$ cat src/rtl/fifo_sync_pkg.sv
// fifo_sync_pkg: shared constants and elaboration helpers for fifo_sync_prog.
//   FIFO_MODE_STD / FIFO_MODE_FWFT : values accepted by the FWFT parameter.
//   fifo_depth_ok()                : DEPTH must be a power of two and >= 2.
package fifo_sync_pkg;

  localparam int unsigned FIFO_MODE_STD  = 0;
  localparam int unsigned FIFO_MODE_FWFT = 1;

  function automatic bit fifo_depth_ok(input int unsigned depth);
    return (depth >= 2) && ((depth & (depth - 1)) == 0);
  endfunction

endpackage

$ cat src/rtl/fifo_sync_mem.sv
// fifo_sync_mem: DEPTH x DATA_WIDTH storage, one synchronous write port and
// one read port. The read port is asynchronous when FWFT selects
// first-word-fall-through, otherwise registered with a read enable and
// reset to zero.
//   clk, rst          : clock, async active-high reset (read register only)
//   i_we/i_waddr/i_wdata : write port
//   i_re/i_raddr      : read enable (registered mode) and read address
//   o_rdata           : read data
module fifo_sync_mem
  import fifo_sync_pkg::*;
#(
  parameter int unsigned DATA_WIDTH = 8,
  parameter int unsigned DEPTH      = 16,
  parameter int unsigned ADDR_WIDTH = 4,
  parameter int unsigned FWFT       = FIFO_MODE_STD
) (
  input  logic                  clk,
  input  logic                  rst,
  input  logic                  i_we,
  input  logic [ADDR_WIDTH-1:0] i_waddr,
  input  logic [DATA_WIDTH-1:0] i_wdata,
  input  logic                  i_re,
  input  logic [ADDR_WIDTH-1:0] i_raddr,
  output logic [DATA_WIDTH-1:0] o_rdata
);

  // Storage is intentionally not reset.
  logic [DATA_WIDTH-1:0] r_mem [DEPTH];

  always_ff @(posedge clk) begin
    if (i_we) r_mem[i_waddr] <= i_wdata;
  end

  generate
    if (FWFT == FIFO_MODE_FWFT) begin : g_fwft
      // Read enable and reset have no role on the combinational read path.
      logic w_unused;
      assign w_unused = i_re ^ rst;
      assign o_rdata  = r_mem[i_raddr];
    end else begin : g_std
      logic [DATA_WIDTH-1:0] r_rdata;
      always_ff @(posedge clk or posedge rst) begin
        if (rst)       r_rdata <= '0;
        else if (i_re) r_rdata <= r_mem[i_raddr];
      end
      assign o_rdata = r_rdata;
    end
  endgenerate

endmodule

$ cat src/rtl/fifo_sync_prog.sv
// fifo_sync_prog: single-clock FIFO with occupancy count, programmable
// almost-full/almost-empty flags and selectable standard/FWFT read mode.
//   clk, rst            : clock, async active-high reset
//   wr_en, din          : write request and data (dropped when full)
//   rd_en, dout         : read request / FWFT pop, read data
//   full, empty         : count == DEPTH, count == 0
//   almost_full/empty   : count >= AF_THRESH, count <= AE_THRESH
//   count               : occupancy 0..DEPTH
// Optional macro FIFO_SYNC_ERR_FLAGS_EN adds clr_err, overflow, underflow
// (sticky request-while-full / request-while-empty flags).
module fifo_sync_prog
  import fifo_sync_pkg::*;
#(
  parameter int unsigned DATA_WIDTH = 8,
  parameter int unsigned DEPTH      = 16,
  // Derived from DEPTH; not meant to be overridden.
  parameter int unsigned ADDR_WIDTH = $clog2(DEPTH),
  parameter int unsigned FWFT       = FIFO_MODE_STD,
  parameter int unsigned AF_THRESH  = DEPTH - 2,
  parameter int unsigned AE_THRESH  = 2
) (
  input  logic                  clk,
  input  logic                  rst,
  input  logic                  wr_en,
  input  logic [DATA_WIDTH-1:0] din,
  input  logic                  rd_en,
  output logic [DATA_WIDTH-1:0] dout,
  output logic                  full,
  output logic                  empty,
  output logic                  almost_full,
  output logic                  almost_empty,
`ifdef FIFO_SYNC_ERR_FLAGS_EN
  input  logic                  clr_err,
  output logic                  overflow,
  output logic                  underflow,
`endif
  output logic [ADDR_WIDTH:0]   count
);

  generate
    if (!fifo_depth_ok(DEPTH)) begin : g_bad_depth
      $error("fifo_sync_prog: DEPTH must be a power of two >= 2");
    end
    if (ADDR_WIDTH != $clog2(DEPTH)) begin : g_bad_aw
      $error("fifo_sync_prog: ADDR_WIDTH must equal $clog2(DEPTH)");
    end
    if (AF_THRESH < 1 || AF_THRESH > DEPTH - 1) begin : g_bad_af
      $error("fifo_sync_prog: AF_THRESH out of range 1..DEPTH-1");
    end
    if (AE_THRESH > DEPTH - 1) begin : g_bad_ae
      $error("fifo_sync_prog: AE_THRESH out of range 0..DEPTH-1");
    end
    if (FWFT > FIFO_MODE_FWFT) begin : g_bad_mode
      $error("fifo_sync_prog: FWFT must be 0 or 1");
    end
  endgenerate

  localparam logic [ADDR_WIDTH-1:0] PTR_ONE = ADDR_WIDTH'(1);
  localparam logic [ADDR_WIDTH:0]   CNT_ONE = (ADDR_WIDTH + 1)'(1);
  localparam logic [ADDR_WIDTH:0]   DEPTH_C = (ADDR_WIDTH + 1)'(DEPTH);
  localparam logic [ADDR_WIDTH:0]   AF_C    = (ADDR_WIDTH + 1)'(AF_THRESH);
  localparam logic [ADDR_WIDTH:0]   AE_C    = (ADDR_WIDTH + 1)'(AE_THRESH);

  logic [ADDR_WIDTH-1:0] r_wr_ptr;
  logic [ADDR_WIDTH-1:0] r_rd_ptr;
  logic [ADDR_WIDTH:0]   r_count;
  logic                  w_full;
  logic                  w_empty;
  logic                  w_wr_acc;
  logic                  w_rd_acc;

  // Flags decode the registered count only.
  assign w_full   = (r_count == DEPTH_C);
  assign w_empty  = (r_count == '0);
  assign w_wr_acc = wr_en && !w_full;
  assign w_rd_acc = rd_en && !w_empty;

  always_ff @(posedge clk or posedge rst) begin
    if (rst) begin
      r_wr_ptr <= '0;
      r_rd_ptr <= '0;
      r_count  <= '0;
    end else begin
      if (w_wr_acc) r_wr_ptr <= r_wr_ptr + PTR_ONE;
      if (w_rd_acc) r_rd_ptr <= r_rd_ptr + PTR_ONE;
      if (w_wr_acc && !w_rd_acc)      r_count <= r_count + CNT_ONE;
      else if (!w_wr_acc && w_rd_acc) r_count <= r_count - CNT_ONE;
    end
  end

  fifo_sync_mem #(
    .DATA_WIDTH (DATA_WIDTH),
    .DEPTH      (DEPTH),
    .ADDR_WIDTH (ADDR_WIDTH),
    .FWFT       (FWFT)
  ) u_mem (
    .clk     (clk),
    .rst     (rst),
    .i_we    (w_wr_acc),
    .i_waddr (r_wr_ptr),
    .i_wdata (din),
    .i_re    (w_rd_acc),
    .i_raddr (r_rd_ptr),
    .o_rdata (dout)
  );

  assign full         = w_full;
  assign empty        = w_empty;
  assign almost_full  = (r_count >= AF_C);
  assign almost_empty = (r_count <= AE_C);
  assign count        = r_count;

`ifdef FIFO_SYNC_ERR_FLAGS_EN
  logic r_overflow;
  logic r_underflow;

  // A new error event in the same cycle as clr_err keeps the flag set.
  always_ff @(posedge clk or posedge rst) begin
    if (rst) begin
      r_overflow  <= 1'b0;
      r_underflow <= 1'b0;
    end else begin
      if (wr_en && w_full) r_overflow <= 1'b1;
      else if (clr_err)    r_overflow <= 1'b0;
      if (rd_en && w_empty) r_underflow <= 1'b1;
      else if (clr_err)     r_underflow <= 1'b0;
    end
  end

  assign overflow  = r_overflow;
  assign underflow = r_underflow;
`endif

endmodule

$ cat config.mk
export PLATFORM = sky130hd
export DESIGN_NAME = fifo_sync_prog
export DESIGN_NICKNAME = d
export VERILOG_FILES = /design/src/rtl/fifo_sync_pkg.sv /design/src/rtl/fifo_sync_mem.sv /design/src/rtl/fifo_sync_prog.sv
export SDC_FILE = /design/constraint.sdc
export NUM_CORES = 1
export LEC_CHECK = 0
export BUFFER_PORTS_ARGS = -buffer_cell sky130_fd_sc_hd__buf_4
export CAP_MARGIN = 5
export CORE_MARGIN = 8
export CORE_UTILIZATION = 60
export CTS_BUF_LIST = sky130_fd_sc_hd__clkbuf_8
export CTS_CLUSTER_DIAMETER = 40
export CTS_CLUSTER_SIZE = 20
export DETAILED_ROUTE_END_ITERATION = 8
export PLACE_DENSITY = 0.84
export SETUP_SLACK_MARGIN = 0.2
export SLEW_MARGIN = 20
export SYNTH_ARGS = -nofsm -noshare
export SYNTH_HDL_FRONTEND = slang
export SYNTH_SLANG_ARGS = --single-unit
$ cat constraint.sdc
create_clock -name clk -period 5.3 [get_ports clk]
set_clock_uncertainty 0.05 [all_clocks]
set_input_delay 1.06 -clock clk [delete_from_list [all_inputs] [get_ports clk]]
set_output_delay 1.06 -clock clk [all_outputs]
set_load 0.01 [all_outputs]
# Word-level counts from Yosys, hierarchy flattened
# Memories as Yosys holds them, arrays and structs flattened. A register that Yosys moved wholly into a read port is not among the register bits.
# Index checks and enable logic that the tools add are counted.
dict set report classes {
  add_sub_neg 4
  n_lt_le_gt_ge 2
  n_eq_ne 1
  muxes 4
  n_reduce_logical 10
}
# cell n
set ops {}
lappend ops {{5-bit two-way mux} 2}
lappend ops {{4-bit by 1-bit adder with 4-bit output, second input constant} 2}
lappend ops {{5-bit by 1-bit adder with 5-bit output, second input constant} 1}
lappend ops {{5-bit == test, second input constant} 1}
lappend ops {{5-bit by 4-bit greater-or-equal comparator with 1-bit output, second input constant} 1}
lappend ops {{5-bit by 2-bit less-or-equal comparator with 1-bit output, second input constant} 1}
lappend ops {{5-bit logical NOT} 1}
lappend ops {{5-bit by 1-bit subtractor with 5-bit output, second input constant} 1}
lappend ops {{1-bit logical AND} 4}
lappend ops {{1-bit logical NOT} 4}
lappend ops {{1-bit two-way mux} 2}
lappend ops {{2-bit nonzero test} 1}
dict set report word_totals {
  ff_bits 13
  ramBits 128
  wordCells 25
  n_memories 1
}
# name depth word_bits read_ports rd_clocked_by_memory_dff wr line
set memory_table {}
lappend memory_table {u_mem.r_mem 16 8 1 1 1 fifo_sync_mem.sv:28} ;# logic [DATA_WIDTH-1:0] r_mem [DEPTH];

# Logic depth before layout (Yosys ltp)
# Gate-level depths: netlist (run 1).
dict set report logic_depth {
  depth_word 7
  ltp_mapped 11
  ltp_nobuf 10
}

# Hierarchy
# From an unflattened synthesis (run 1), not the netlist that was laid out.
dict set report unflattened {
  cells_unflattened 313
  hier_area_um2 6109.6
}
# module instances cells_each area_each_um2
set modules_own_cells {}
lappend modules_own_cells {fifo_sync_mem 1 241 5335.1}
lappend modules_own_cells {fifo_sync_prog 1 72 774.5}

# Worst setup path after synthesis (run 1)
# No wires, ideal clock.
dict set report synth_path {
  path_kind {register to register}
  startpoint {register r_count[0], in the netlist count[0]}
  endpoint {register r_count[4], in the netlist count[4]}
  setup_time_ns 0.080
  arrival_time_ns 2.819
  slack_ns 2.351
  path_stages_with_launch 12
  n_path_buf 1
  cell_sequence {dfrtp_1 -> or4_1 -> o21a_1 -> clkinv_2 -> buf_6 -> ha_1 -> inv_1 -> fa_1 -> a21o_1 -> a21oi_1 -> mux2i_1 -> xnor2_1}
}
dict set report synth_via {
  elab_chain_len 6
  word_cells_on_any_way 15
}
# item line
set synth_lines {}
lappend synth_lines {{start: declaration} fifo_sync_prog.sv:66} ;# logic [ADDR_WIDTH:0] r_count;
lappend synth_lines {{start signal: assignment} fifo_sync_prog.sv:86} ;# if (w_wr_acc && !w_rd_acc) r_count <= r_count + CNT_ONE;
lappend synth_lines {{start signal: assignment} fifo_sync_prog.sv:87} ;# else if (!w_wr_acc && w_rd_acc) r_count <= r_count - CNT_ONE;
lappend synth_lines {{parallel branches: the longest is 6 deep, another holds 5-bit by 1-bit subtractor with 5-bit output} -}
# Several ways; the timed one is not identified. The select of a mux whose other input is x is not followed.
# A chain may end at the register's enable or synchronous reset.

# Final worst setup path (run 1)
# Ends and elaborated chain as after synthesis.

==> results.toml, run 1 <==
[finish]
design_area_mm2 = 0.00671
diodes = 0
layout.nets = 363
syn_to_final_growth_pct = 12.6
layout-drive-gt1-share = 0.291

[min_path]
hp-class = "reg2reg"

[clock_tree]
numCtsBuffers = 17
path_clk_slew_ps = 80
clock-sinks = 149
htree_levels = 4
cts_setup_buffers = 0
cts_tree = "done"
cts-hold-fix-buffers = 0
cts-resized-gates = 0
cts_buffer_depth = 2
insertion_delay_ps = 440
cts-root-buf = "clkbuf_8"

[run]
drv_cap = 0

[floorplanning]
die_x_um = 116
start_util = 0.613
die_area_mm2 = 0.0134
fp.coreArea_mm2 = 0.00973
die_y_um = 116
pin_count = 29
num_rows = 36

[place]
post-dp-hpwl_um = 7330
placedInstanceArea_mm2 = 0.00626
place_congestion = 0.803
pre_cts_ws_ps = 2130
portBuffers = 28

[route]
ant_nets = 0
vias_per_cell = 6.09
wl_per_cell_um = 23.6
via_count = 2967
routed_wl_um = 11500
first_pass_iters = 5
drt_iter0_markers = 295
drc_errors = 0

[global_route]
antenna_found_initial = 0
grt_use_met2 = 0.295
grt_util_met3 = 0.0662
use_met1 = 0.237
grt_start_max_net_pins = 22
busiest_layer = "met2"
grt_pass1_vias = 3030
grt_use_total = 0.189
grt_overflow = 0
grt_first_pass_wirelength_um = 17800

[synthesis]
synth_edf_count = 128
syn_area_mm2 = 0.00596
synthArstFlopShare = 0.141
yosys.area.top_type = "edfxtp_1"
yosysWarnings = 0
ys_ff_latch = 149
synth_common_cells = "edfxtp_1, mux4_2, dfrtp_1"
syn_inst = 307
synthFlopType = "edfxtp_1"
avgSynthCellArea_um2 = 19.4
synth-seq-area-share = 0.733
synth_top_area_share = 0.645
synthDistinctLibCells = 34
syn_nets = 329
yosys.cell_count.top_type = "edfxtp_1"
synth_area_leaders = "edfxtp_1, mux4_2, dfrtp_1, ha_1, mux2i_1"

[power]
power.density_mw_per_mm2 = 543
vdd_drop_max_mv = 0.254
total_power_uw = 3640
power_leakage_uw = 0.00232

[sta]
setup_violations = 0
hold_viol = 0
worst_slew_pin_slew_ps = 1030
tns_ps = 0
maxSlewHeadroom = 0.311
fin_crit_sh = 0.589
setup_ws_ps = 2180
max_freq_ghz = 0.320
rsz0062_at_grt = "false"
fin_crit_ps = 3120
final_max_slew_viol_count = 0

[worst_setup_path]
worst-path-buf-inv = 2
critPathArrivalTime_ps = 3430
slowest_stage = "or4_1"
criticalPathCategory = "reg2reg"
path_cells = "or4_1, o21a_1, clkinv_2, ha_1, inv_1, fa_1, a21o_1, a21oi_1, mux2i_1, xnor2_1"
path_delay_family = "compound AO/OA/AOI/OAI gates"
required_ps = 5610
critical_path.max_fanout = 18
start_kind = "register"
slowest_delay_ps = 570
end_kind = "register"

[run_status]
status = "finished, final reports clean"
power by group:
part | internal (uW) | total (uW) | switching, uW
logic | 527 | 1030 | 501
clock network | 516 | 937 | 421
registers | 1460 | 1680 | 221
total | 2500 | 3640 | 1140
cell type report:
| type | count | area, um2 |
|---|---|---|
| Multi-Input combinational cell | 137 | 1490 |
| Timing Repair Buffer | 31 | 233 |
| Fill cell | 574 | 3020 |
| Tap cell | 133 | 166 |
| Clock buffer | 17 | 234 |
| Sequential cell | 149 | 4370 |
| Inverter | 5 | 20.0 |
| Clock inverter | 15 | 205 |
state kept, by name (all words and copies together), names as in the netlist:
signal and count:
r_wr_ptr 4, r_rd_ptr 4, u_mem.o_rdata 8, count 5
u_mem.r_mem 128
final timing paths:
check,start,to,slack [ps],depth (start not counted)
max in group asynchronous,rst,r_rd_ptr[2],3950,2
worst min-delay path,u_mem.o_rdata[1],u_mem.o_rdata[1],450,2
worst min register to register,u_mem.o_rdata[1],u_mem.o_rdata[1],450,2
worst max register to register,count[0],count[4],2180,10
min in group asynchronous,rst,u_mem.o_rdata[4],710,2
worst max-delay path,count[0],count[4],2180,10
cells by family after synthesis:
| kind of cell | count (synthesis) | share of synthesized area |
|---|---|---|
| buffers and inverters | 21 | 0.0204 |
| DFF | 149 | 0.733 |
| AOI/OAI and AO/OA | 32 | 0.0378 |
| and+or+nand+nor | 43 | 0.0319 |
| muxes | 42 | 0.140 |
| xor gates and xnor gates | 10 | 0.0147 |
| adders and majority gates | 10 | 0.0223 |
layout by cell type, fill, tap and decap left out, types with 2 or more instances in the layout:
master,n
o21ai_0,3
mux2i_1,8
mux4_2,33
buf_4,31
nor3_2,3
clkbuf_8,17
clkinv_4,6
xnor2_1,9
nand2_1,15
a21oi_1,2
edfxtp_1,128
dfrtp_1,20
a211oi_1,7
inv_6,2
nand2b_1,3
clkinv_1,2
nor2_1,15
a21o_1,9
inv_1,4
bufinv_16,4
o22ai_1,7
ha_1,9
nand4_1,2
routing by layer:
metal | share of wire | vias to the layer above | wire length (um)
li1 | - | 1297 | -
met1 | 0.39 | 1506 | 4520
met2 | 0.50 | 151 | 5700
met3 | 0.091 | 13 | 1050
met4 | 0.020 | 0 | 227
met5 | 0 | - | 0
worst min-delay path: stages, from the launching register on:
cell     delay, ps
dfrtp_1        360
nand2_1         60
nand2_1         60
metrics by stage:
step | instances | hold WS [ps] | util
6_report | 487 | 454 | 0.690
2_1_floorplan | 307 | 458 | -
3_5_place_dp | 455 | 434 | 0.643
4_1_cts | 487 | 453 | 0.688
5_1_grt | 487 | 471 | 0.690
3_3_place_gp | 455 | 419 | 0.643
No activity file was read; power rests on OpenSTA's default activity.
==> run 2: changes to the inputs <==
--- a/config.mk
+++ b/config.mk
@@ -5,6 +5,7 @@
 export SDC_FILE = /design/constraint.sdc
 export NUM_CORES = 1
 export LEC_CHECK = 0
+export ABC_AREA = 1
 export BUFFER_PORTS_ARGS = -buffer_cell sky130_fd_sc_hd__buf_4
 export CAP_MARGIN = 5
 export CORE_MARGIN = 8
==> constraint.sdc (replaced) <==
create_clock -name clk -period 3.1 [get_ports clk]
set_clock_uncertainty 0.05 [all_clocks]
set_input_delay 0.62 -clock clk [delete_from_list [all_inputs] [get_ports clk]]
set_output_delay 0.62 -clock clk [all_outputs]
set_load 0.01 [all_outputs]
==> run 2 against run 1 <==
Effect of this change:
- combinational power up 130%
- sequential power up 60%
- final cell count up 72%
- synthesized area up 11%
- fmax up 29%
- synthesized cell count up 110%
- critical endpoint unchanged
- critical path depth up 3
- via count up 51%
==> results.toml, run 2 <==
[clock_tree]
htree_levels = 4
clock-sinks = 149
cts_buffer_depth = 2
path_clk_slew_ps = 80
insertion_delay_ps = 450
cts_setup_buffers = 0
cts-root-buf = "clkbuf_8"
cts-hold-fix-buffers = 0
numCtsBuffers = 17
cts_tree = "done"
cts-resized-gates = 0

[floorplanning]
pin_count = 29
num_rows = 38
fp.coreArea_mm2 = 0.0108
die_area_mm2 = 0.0147
die_y_um = 121
die_x_um = 121
start_util = 0.614

[finish]
layout.nets = 708
mostFrequentLayoutCells = "nand2_1, edfxtp_1, inv_1"
design_area_mm2 = 0.00725
largest_reg_flops = 128
layout_commonest_cell = "nand2_1"
regMostFlops = "u_mem.r_mem"
layout-drive-gt1-share = 0.0959
final_cells = 839
diodes = 0
syn_to_final_growth_pct = 9.36

[place]
dp_cells = 807
placedInstanceArea_mm2 = 0.00692
pre_cts_ws_ps = 717
place_congestion = 0.852
portBuffers = 28
post-dp-hpwl_um = 9180

[power]
power_leakage_uw = 0.00326
vdd_drop_max_mv = 0.486
power.density_mw_per_mm2 = 871

[worst_setup_path]
end_kind = "register"
criticalPathCategory = "reg2reg"
path_common_cell = "nand2_1"
path_cells = "nor2_1, nand3_1, nand2_1, inv_2, ha_1, inv_1, ha_1, nand2_1, nand2_1, a21oi_1, xor2_1, nand2_1, o21ai_0"
slowest_stage = "dfrtp_1"
worst-path-buf-inv = 2
slowest_delay_ps = 440
required_ps = 3420
start_kind = "register"
rrSetupSlack_ps = 690
critical_path.max_fanout = 7
critPathArrivalTime_ps = 2730
path_delay_family = "simple AND/OR/NAND/NOR gates"

[route]
drc_errors = 0
first_pass_iters = 5
vias_per_cell = 5.35
ant_nets = 0
routed_wl_um = 14000
wl_per_cell_um = 16.7
drt_iter0_markers = 357
via_count = 4491

[sta]
worst_slew_pin_slew_ps = 1140
fin_crit_ps = 2410
max_freq_ghz = 0.415
final_max_slew_viol_count = 0
rsz0062_at_grt = "false"
tns_ps = 0
maxSlewHeadroom = 0.242
fin_crit_sh = 0.778
setup_ws_ps = 688
hold_viol = 0
setup_violations = 0

[synthesis]
yosysWarnings = 0
synth_top_area_share = 0.580
synth_common_cells = "nand2_1, edfxtp_1, inv_1"
ys_ff_latch = 149
synthArstFlopShare = 0.141
synth_area_leaders = "edfxtp_1, nand2_1, dfrtp_1, nand3_1, inv_1"
syn_nets = 681
avgSynthCellArea_um2 = 10.1
yosys.cell_count.top_type = "nand2_1"
synthFlopType = "edfxtp_1"
yosys.area.top_type = "edfxtp_1"
syn_area_mm2 = 0.00663
synth-seq-area-share = 0.659
syn_inst = 659
synth_edf_count = 128
synthDistinctLibCells = 22

[global_route]
grt_use_total = 0.202
grt_pass1_vias = 4445
grt_first_pass_wirelength_um = 22200
grt_start_max_net_pins = 67
antenna_found_initial = 0
grt_overflow = 0

[run]
drv_cap = 0

[run_status]
status = "finished, final reports clean"

[min_path]
hp-class = "in2async"
## run 2: cell count changes after synthesis, sizes merged, moves of 7 or more
cell	before	now
xnor2	9	1
buf	12	26
inv	4	114
xor2	1	8
mux2i	8	0
nand3	0	100
a21o	9	0
nand2	15	218
a211oi	7	0
o22ai	7	0
mux4	33	0
## run 2: logic make-up after synthesis
family	Yosys count	synth area share
AO/OA/AOI/OAI	8	0.00661
XOR/XNOR	9	0.0119
adder cells (fa/ha/maj)	10	0.0200
buffers and inverters	143	0.0897
flip-flops	149	0.659
AND/OR/NAND/NOR	340	0.213
## run 2: area by class of cell
type                       count  area, um2
clock buffer                  17        234
clock inverter                15       93.8
sequential                   149       4370
timing repair buffer          35        275
multi-input combinational    367       1660
inverter                     116        435
tap                          140        175
fill                         810       3540
## run 2: through the flow
step | utilization | hold WS [ps] | power (uW)
after floorplan | - | 451 | 4360
after global placement | 0.641 | 420 | 4990
after detailed placement | 0.641 | 421 | 5070
after CTS | 0.672 | 295 | 6310
after global routing | 0.672 | 350 | 6700
final | 0.672 | 283 | 6320
## run 2: power breakdown
group          internal, uW  switching (uW)
Combinational           773            1610
Sequential             2500             182
Clock                   539             715
Total                  3810            2500
## run 2: final timing paths
check | from | end | cells past startpoint
setup / recovery | count[3] | count[4] | 13
hold / removal | rst | r_rd_ptr[3] | 2
setup reg to reg | count[3] | count[4] | 13
hold reg to reg | u_mem.o_rdata[0] | u_mem.o_rdata[0] | 2
max in group asynchronous | rst | r_rd_ptr[0] | 2
min in group clk | u_mem.o_rdata[0] | u_mem.o_rdata[0] | 2
## run 2: routing by layer
metal	global-route usage	share of wire	vias to the layer above
met3	0.0544	0.084	18
met1	0.244	0.40	2109
met5	0	0	-
met2	0.335	0.50	206
li1	-	-	2158
met4	0.0843	0.014	0
## run 2: worst register-to-register path: cells and delay by family (launching register included)
kind / cells / cell delay [ps]
AO/OA/AOI/OAI: 2 / 210
XOR/XNOR: 1 / 160
adder cells (fa/ha/maj): 2 / 500
buffers and inverters: 2 / 250
flip-flops: 1 / 440
AND/OR/NAND/NOR: 6 / 720
==> run 3: changes to the inputs <==
--- a/config.mk
+++ b/config.mk
@@ -5,11 +5,11 @@
 export SDC_FILE = /design/constraint.sdc
 export NUM_CORES = 1
 export LEC_CHECK = 0
-export ABC_AREA = 1
+export ABC_AREA = 0
 export BUFFER_PORTS_ARGS = -buffer_cell sky130_fd_sc_hd__buf_4
 export CAP_MARGIN = 5
 export CORE_MARGIN = 8
-export CORE_UTILIZATION = 60
+export CORE_UTILIZATION = 57
 export CTS_BUF_LIST = sky130_fd_sc_hd__clkbuf_8
 export CTS_CLUSTER_DIAMETER = 40
 export CTS_CLUSTER_SIZE = 20
==> constraint.sdc (replaced) <==
create_clock -name clk -period 2 [get_ports clk]
set_clock_uncertainty 0.05 [all_clocks]
set_input_delay 0.4 -clock clk [delete_from_list [all_inputs] [get_ports clk]]
set_output_delay 0.4 -clock clk [all_outputs]
set_load 0.01 [all_outputs]
==> run 3 against run 2 <==
Effect of this change:
- the flow now finishes with violations (negative setup slack)
- first-iteration DRC count up 39%
- sequential cell count is the same
- non-clock buffer count increased by 76
- fmax is 12% lower
- clock power up 86%
- cell area up 12%
- critical path type unchanged
==> results.toml, run 3 (synthesis gave the netlist of run 1 again) <==
[sta]
setup_violations = 146
fin_crit_sh = 1.36
hold_viol = 0
rsz0062_at_grt = "true"
tns_ps = -32430
fin_crit_ps = 2730
maxSlewHeadroom = 0.663
setup_ws_ps = -727
max_freq_ghz = 0.367
final_max_slew_viol_count = 0
worst_slew_pin_slew_ps = 506

[finish]
multiInputGateArea_mm2 = 0.00195
seq_area_mm2 = 0.00437
fillers = 407
layout-drive-gt1-share = 0.553
layout_commonest_cell = "edfxtp_1"
regMostFlops = "u_mem.r_mem"
diodes = 0
utilization = 0.793
mostFrequentLayoutCells = "edfxtp_1, buf_4, mux4_2"
largest_reg_flops = 128
layout.nets = 443
syn_to_final_growth_pct = 36.1

[worst_setup_path]
path_cells = "or4_4, o21a_1, clkinv_2, ha_4, inv_4, fa_2, a21o_1, a21oi_2, mux2i_1, xnor2_1"
end_kind = "register"
required_ps = 2320
slowest_stage = "or4_4"
critical_path.max_fanout = 4
start_kind = "register"
slowest_delay_ps = 560
criticalPathCategory = "reg2reg"
rrSetupSlack_ps = -730
critPathArrivalTime_ps = 3040

[global_route]
grt_pass1_vias = 3662
grt_start_max_net_pins = 19
grt_util_met3 = 0.0524
grt_first_pass_wirelength_um = 23200
busiest_layer = "met2"
grt_use_total = 0.226
antenna_found_initial = 0
grt_use_met2 = 0.379
grt_overflow = 0
use_met1 = 0.275

[clock_tree]
insertion_delay_ps = 440
cts_buffer_depth = 2
htree_levels = 4
clock-sinks = 149
cts-root-buf = "clkbuf_8"
numCtsBuffers = 17
cts_tree = "done"
path_clk_slew_ps = 90

[route]
vias_per_cell = 6.58
routed_wl_um = 17800
wl_per_cell_um = 31.3
drt_iter0_markers = 495
via_count = 3753
ant_nets = 0
first_pass_iters = 5
drc_errors = 0

[floorplanning]
die_area_mm2 = 0.0140
pin_count = 29
die_x_um = 118
start_util = 0.583
num_rows = 37
fp.coreArea_mm2 = 0.0102
die_y_um = 118

[run_status]
failed_checks = "negative setup slack"
status = "finished with violations"

[place]
post-dp-hpwl_um = 7690
place_congestion = 0.752
portBuffers = 28

[power]
vdd_drop_max_mv = 1.07
power_leakage_uw = 0.00288
power.density_mw_per_mm2 = 1500
total_power_uw = 12200

[run]
drv_cap = 0

[min_path]
hp-class = "in2reg"
## run 3: changes by cell type in the layout (fill, tap and decap cells not counted), moves of 9 or more
cell | before | now
nand2_1 | 218 | 10
inv_1 | 114 | 4
nand3_1 | 100 | 0
mux4_2 | 0 | 33
buf_4 | 34 | 63
buf_6 | 0 | 24
buf_12 | 1 | 19
nor2_1 | 18 | 2
nor2_4 | 0 | 13
a21o_1 | 0 | 9
## run 3: path summary, 6_finish.rpt
path,end,cells after the start,startpoint
max,count[4],10,count[2]
min,u_mem.r_mem[14][5],1,din[5]
max reg2reg,count[4],10,count[2]
min reg2reg,u_mem.o_rdata[0],1,u_mem.o_rdata[0]
max in group asynchronous,r_rd_ptr[2],4,rst
min in group asynchronous,count[3],3,rst
## run 3: cell type report
class	count	area share
Inverter	5	0.00278
Multi-Input combinational cell	137	0.240
Clock buffer	17	0.0288
Sequential cell	149	0.539
Timing Repair Buffer	111	0.150
Tap cell	136	0.0210
Clock inverter	15	0.0180
## run 3: through the flow
stage                     instances  hold WS [ps]  instance area [um2]  setup slack, ps
after global routing            570           171                 8110             -806
after detailed placement        481           372                 6590             -547
after CTS                       559           174                 7880             -521
after global placement          481           364                 6590             -497
after floorplan                 307           326                 6070             -747
final                           570           195                 8110             -727
## run 3: report_power, final
part | leakage (uW) | switching, uW | internal (uW)
Sequential | 0.00140 | 325 | 3870
Clock | 0.000193 | 1310 | 1020
Combinational | 0.00128 | 2820 | 2830
Total | 0.00288 | 4450 | 7730
## run 3: what timing repair did
action | in CTS | in global routing
pin swaps | 26 | 15
cloned | 1 | 1
buffers inserted | 44 | 10
endpoints found under the setup margin | 145 | 151
hold endpoints to repair | 9 | 0
hold buffers | 1 | 0
resized for setup | 80 | 22
## run 3: critical path, delay by kind of cell (launching register included)
kind / cells / cell delay [ps]
and+or+nand+nor: 1 / 560
buffers and inverters: 2 / 140
muxes: 1 / 270
xor gates and xnor gates: 1 / 160
AOI/OAI and AO/OA: 3 / 570
adders and majority gates: 2 / 500
DFF: 1 / 410
## run 3: per-layer routing
metal	share of wire	wire (um)	vias to the layer above
li1	-	-	1456
met1	0.35	6150	1938
met2	0.51	9130	297
met3	0.091	1620	62
met4	0.052	923	0
met5	0	0	-
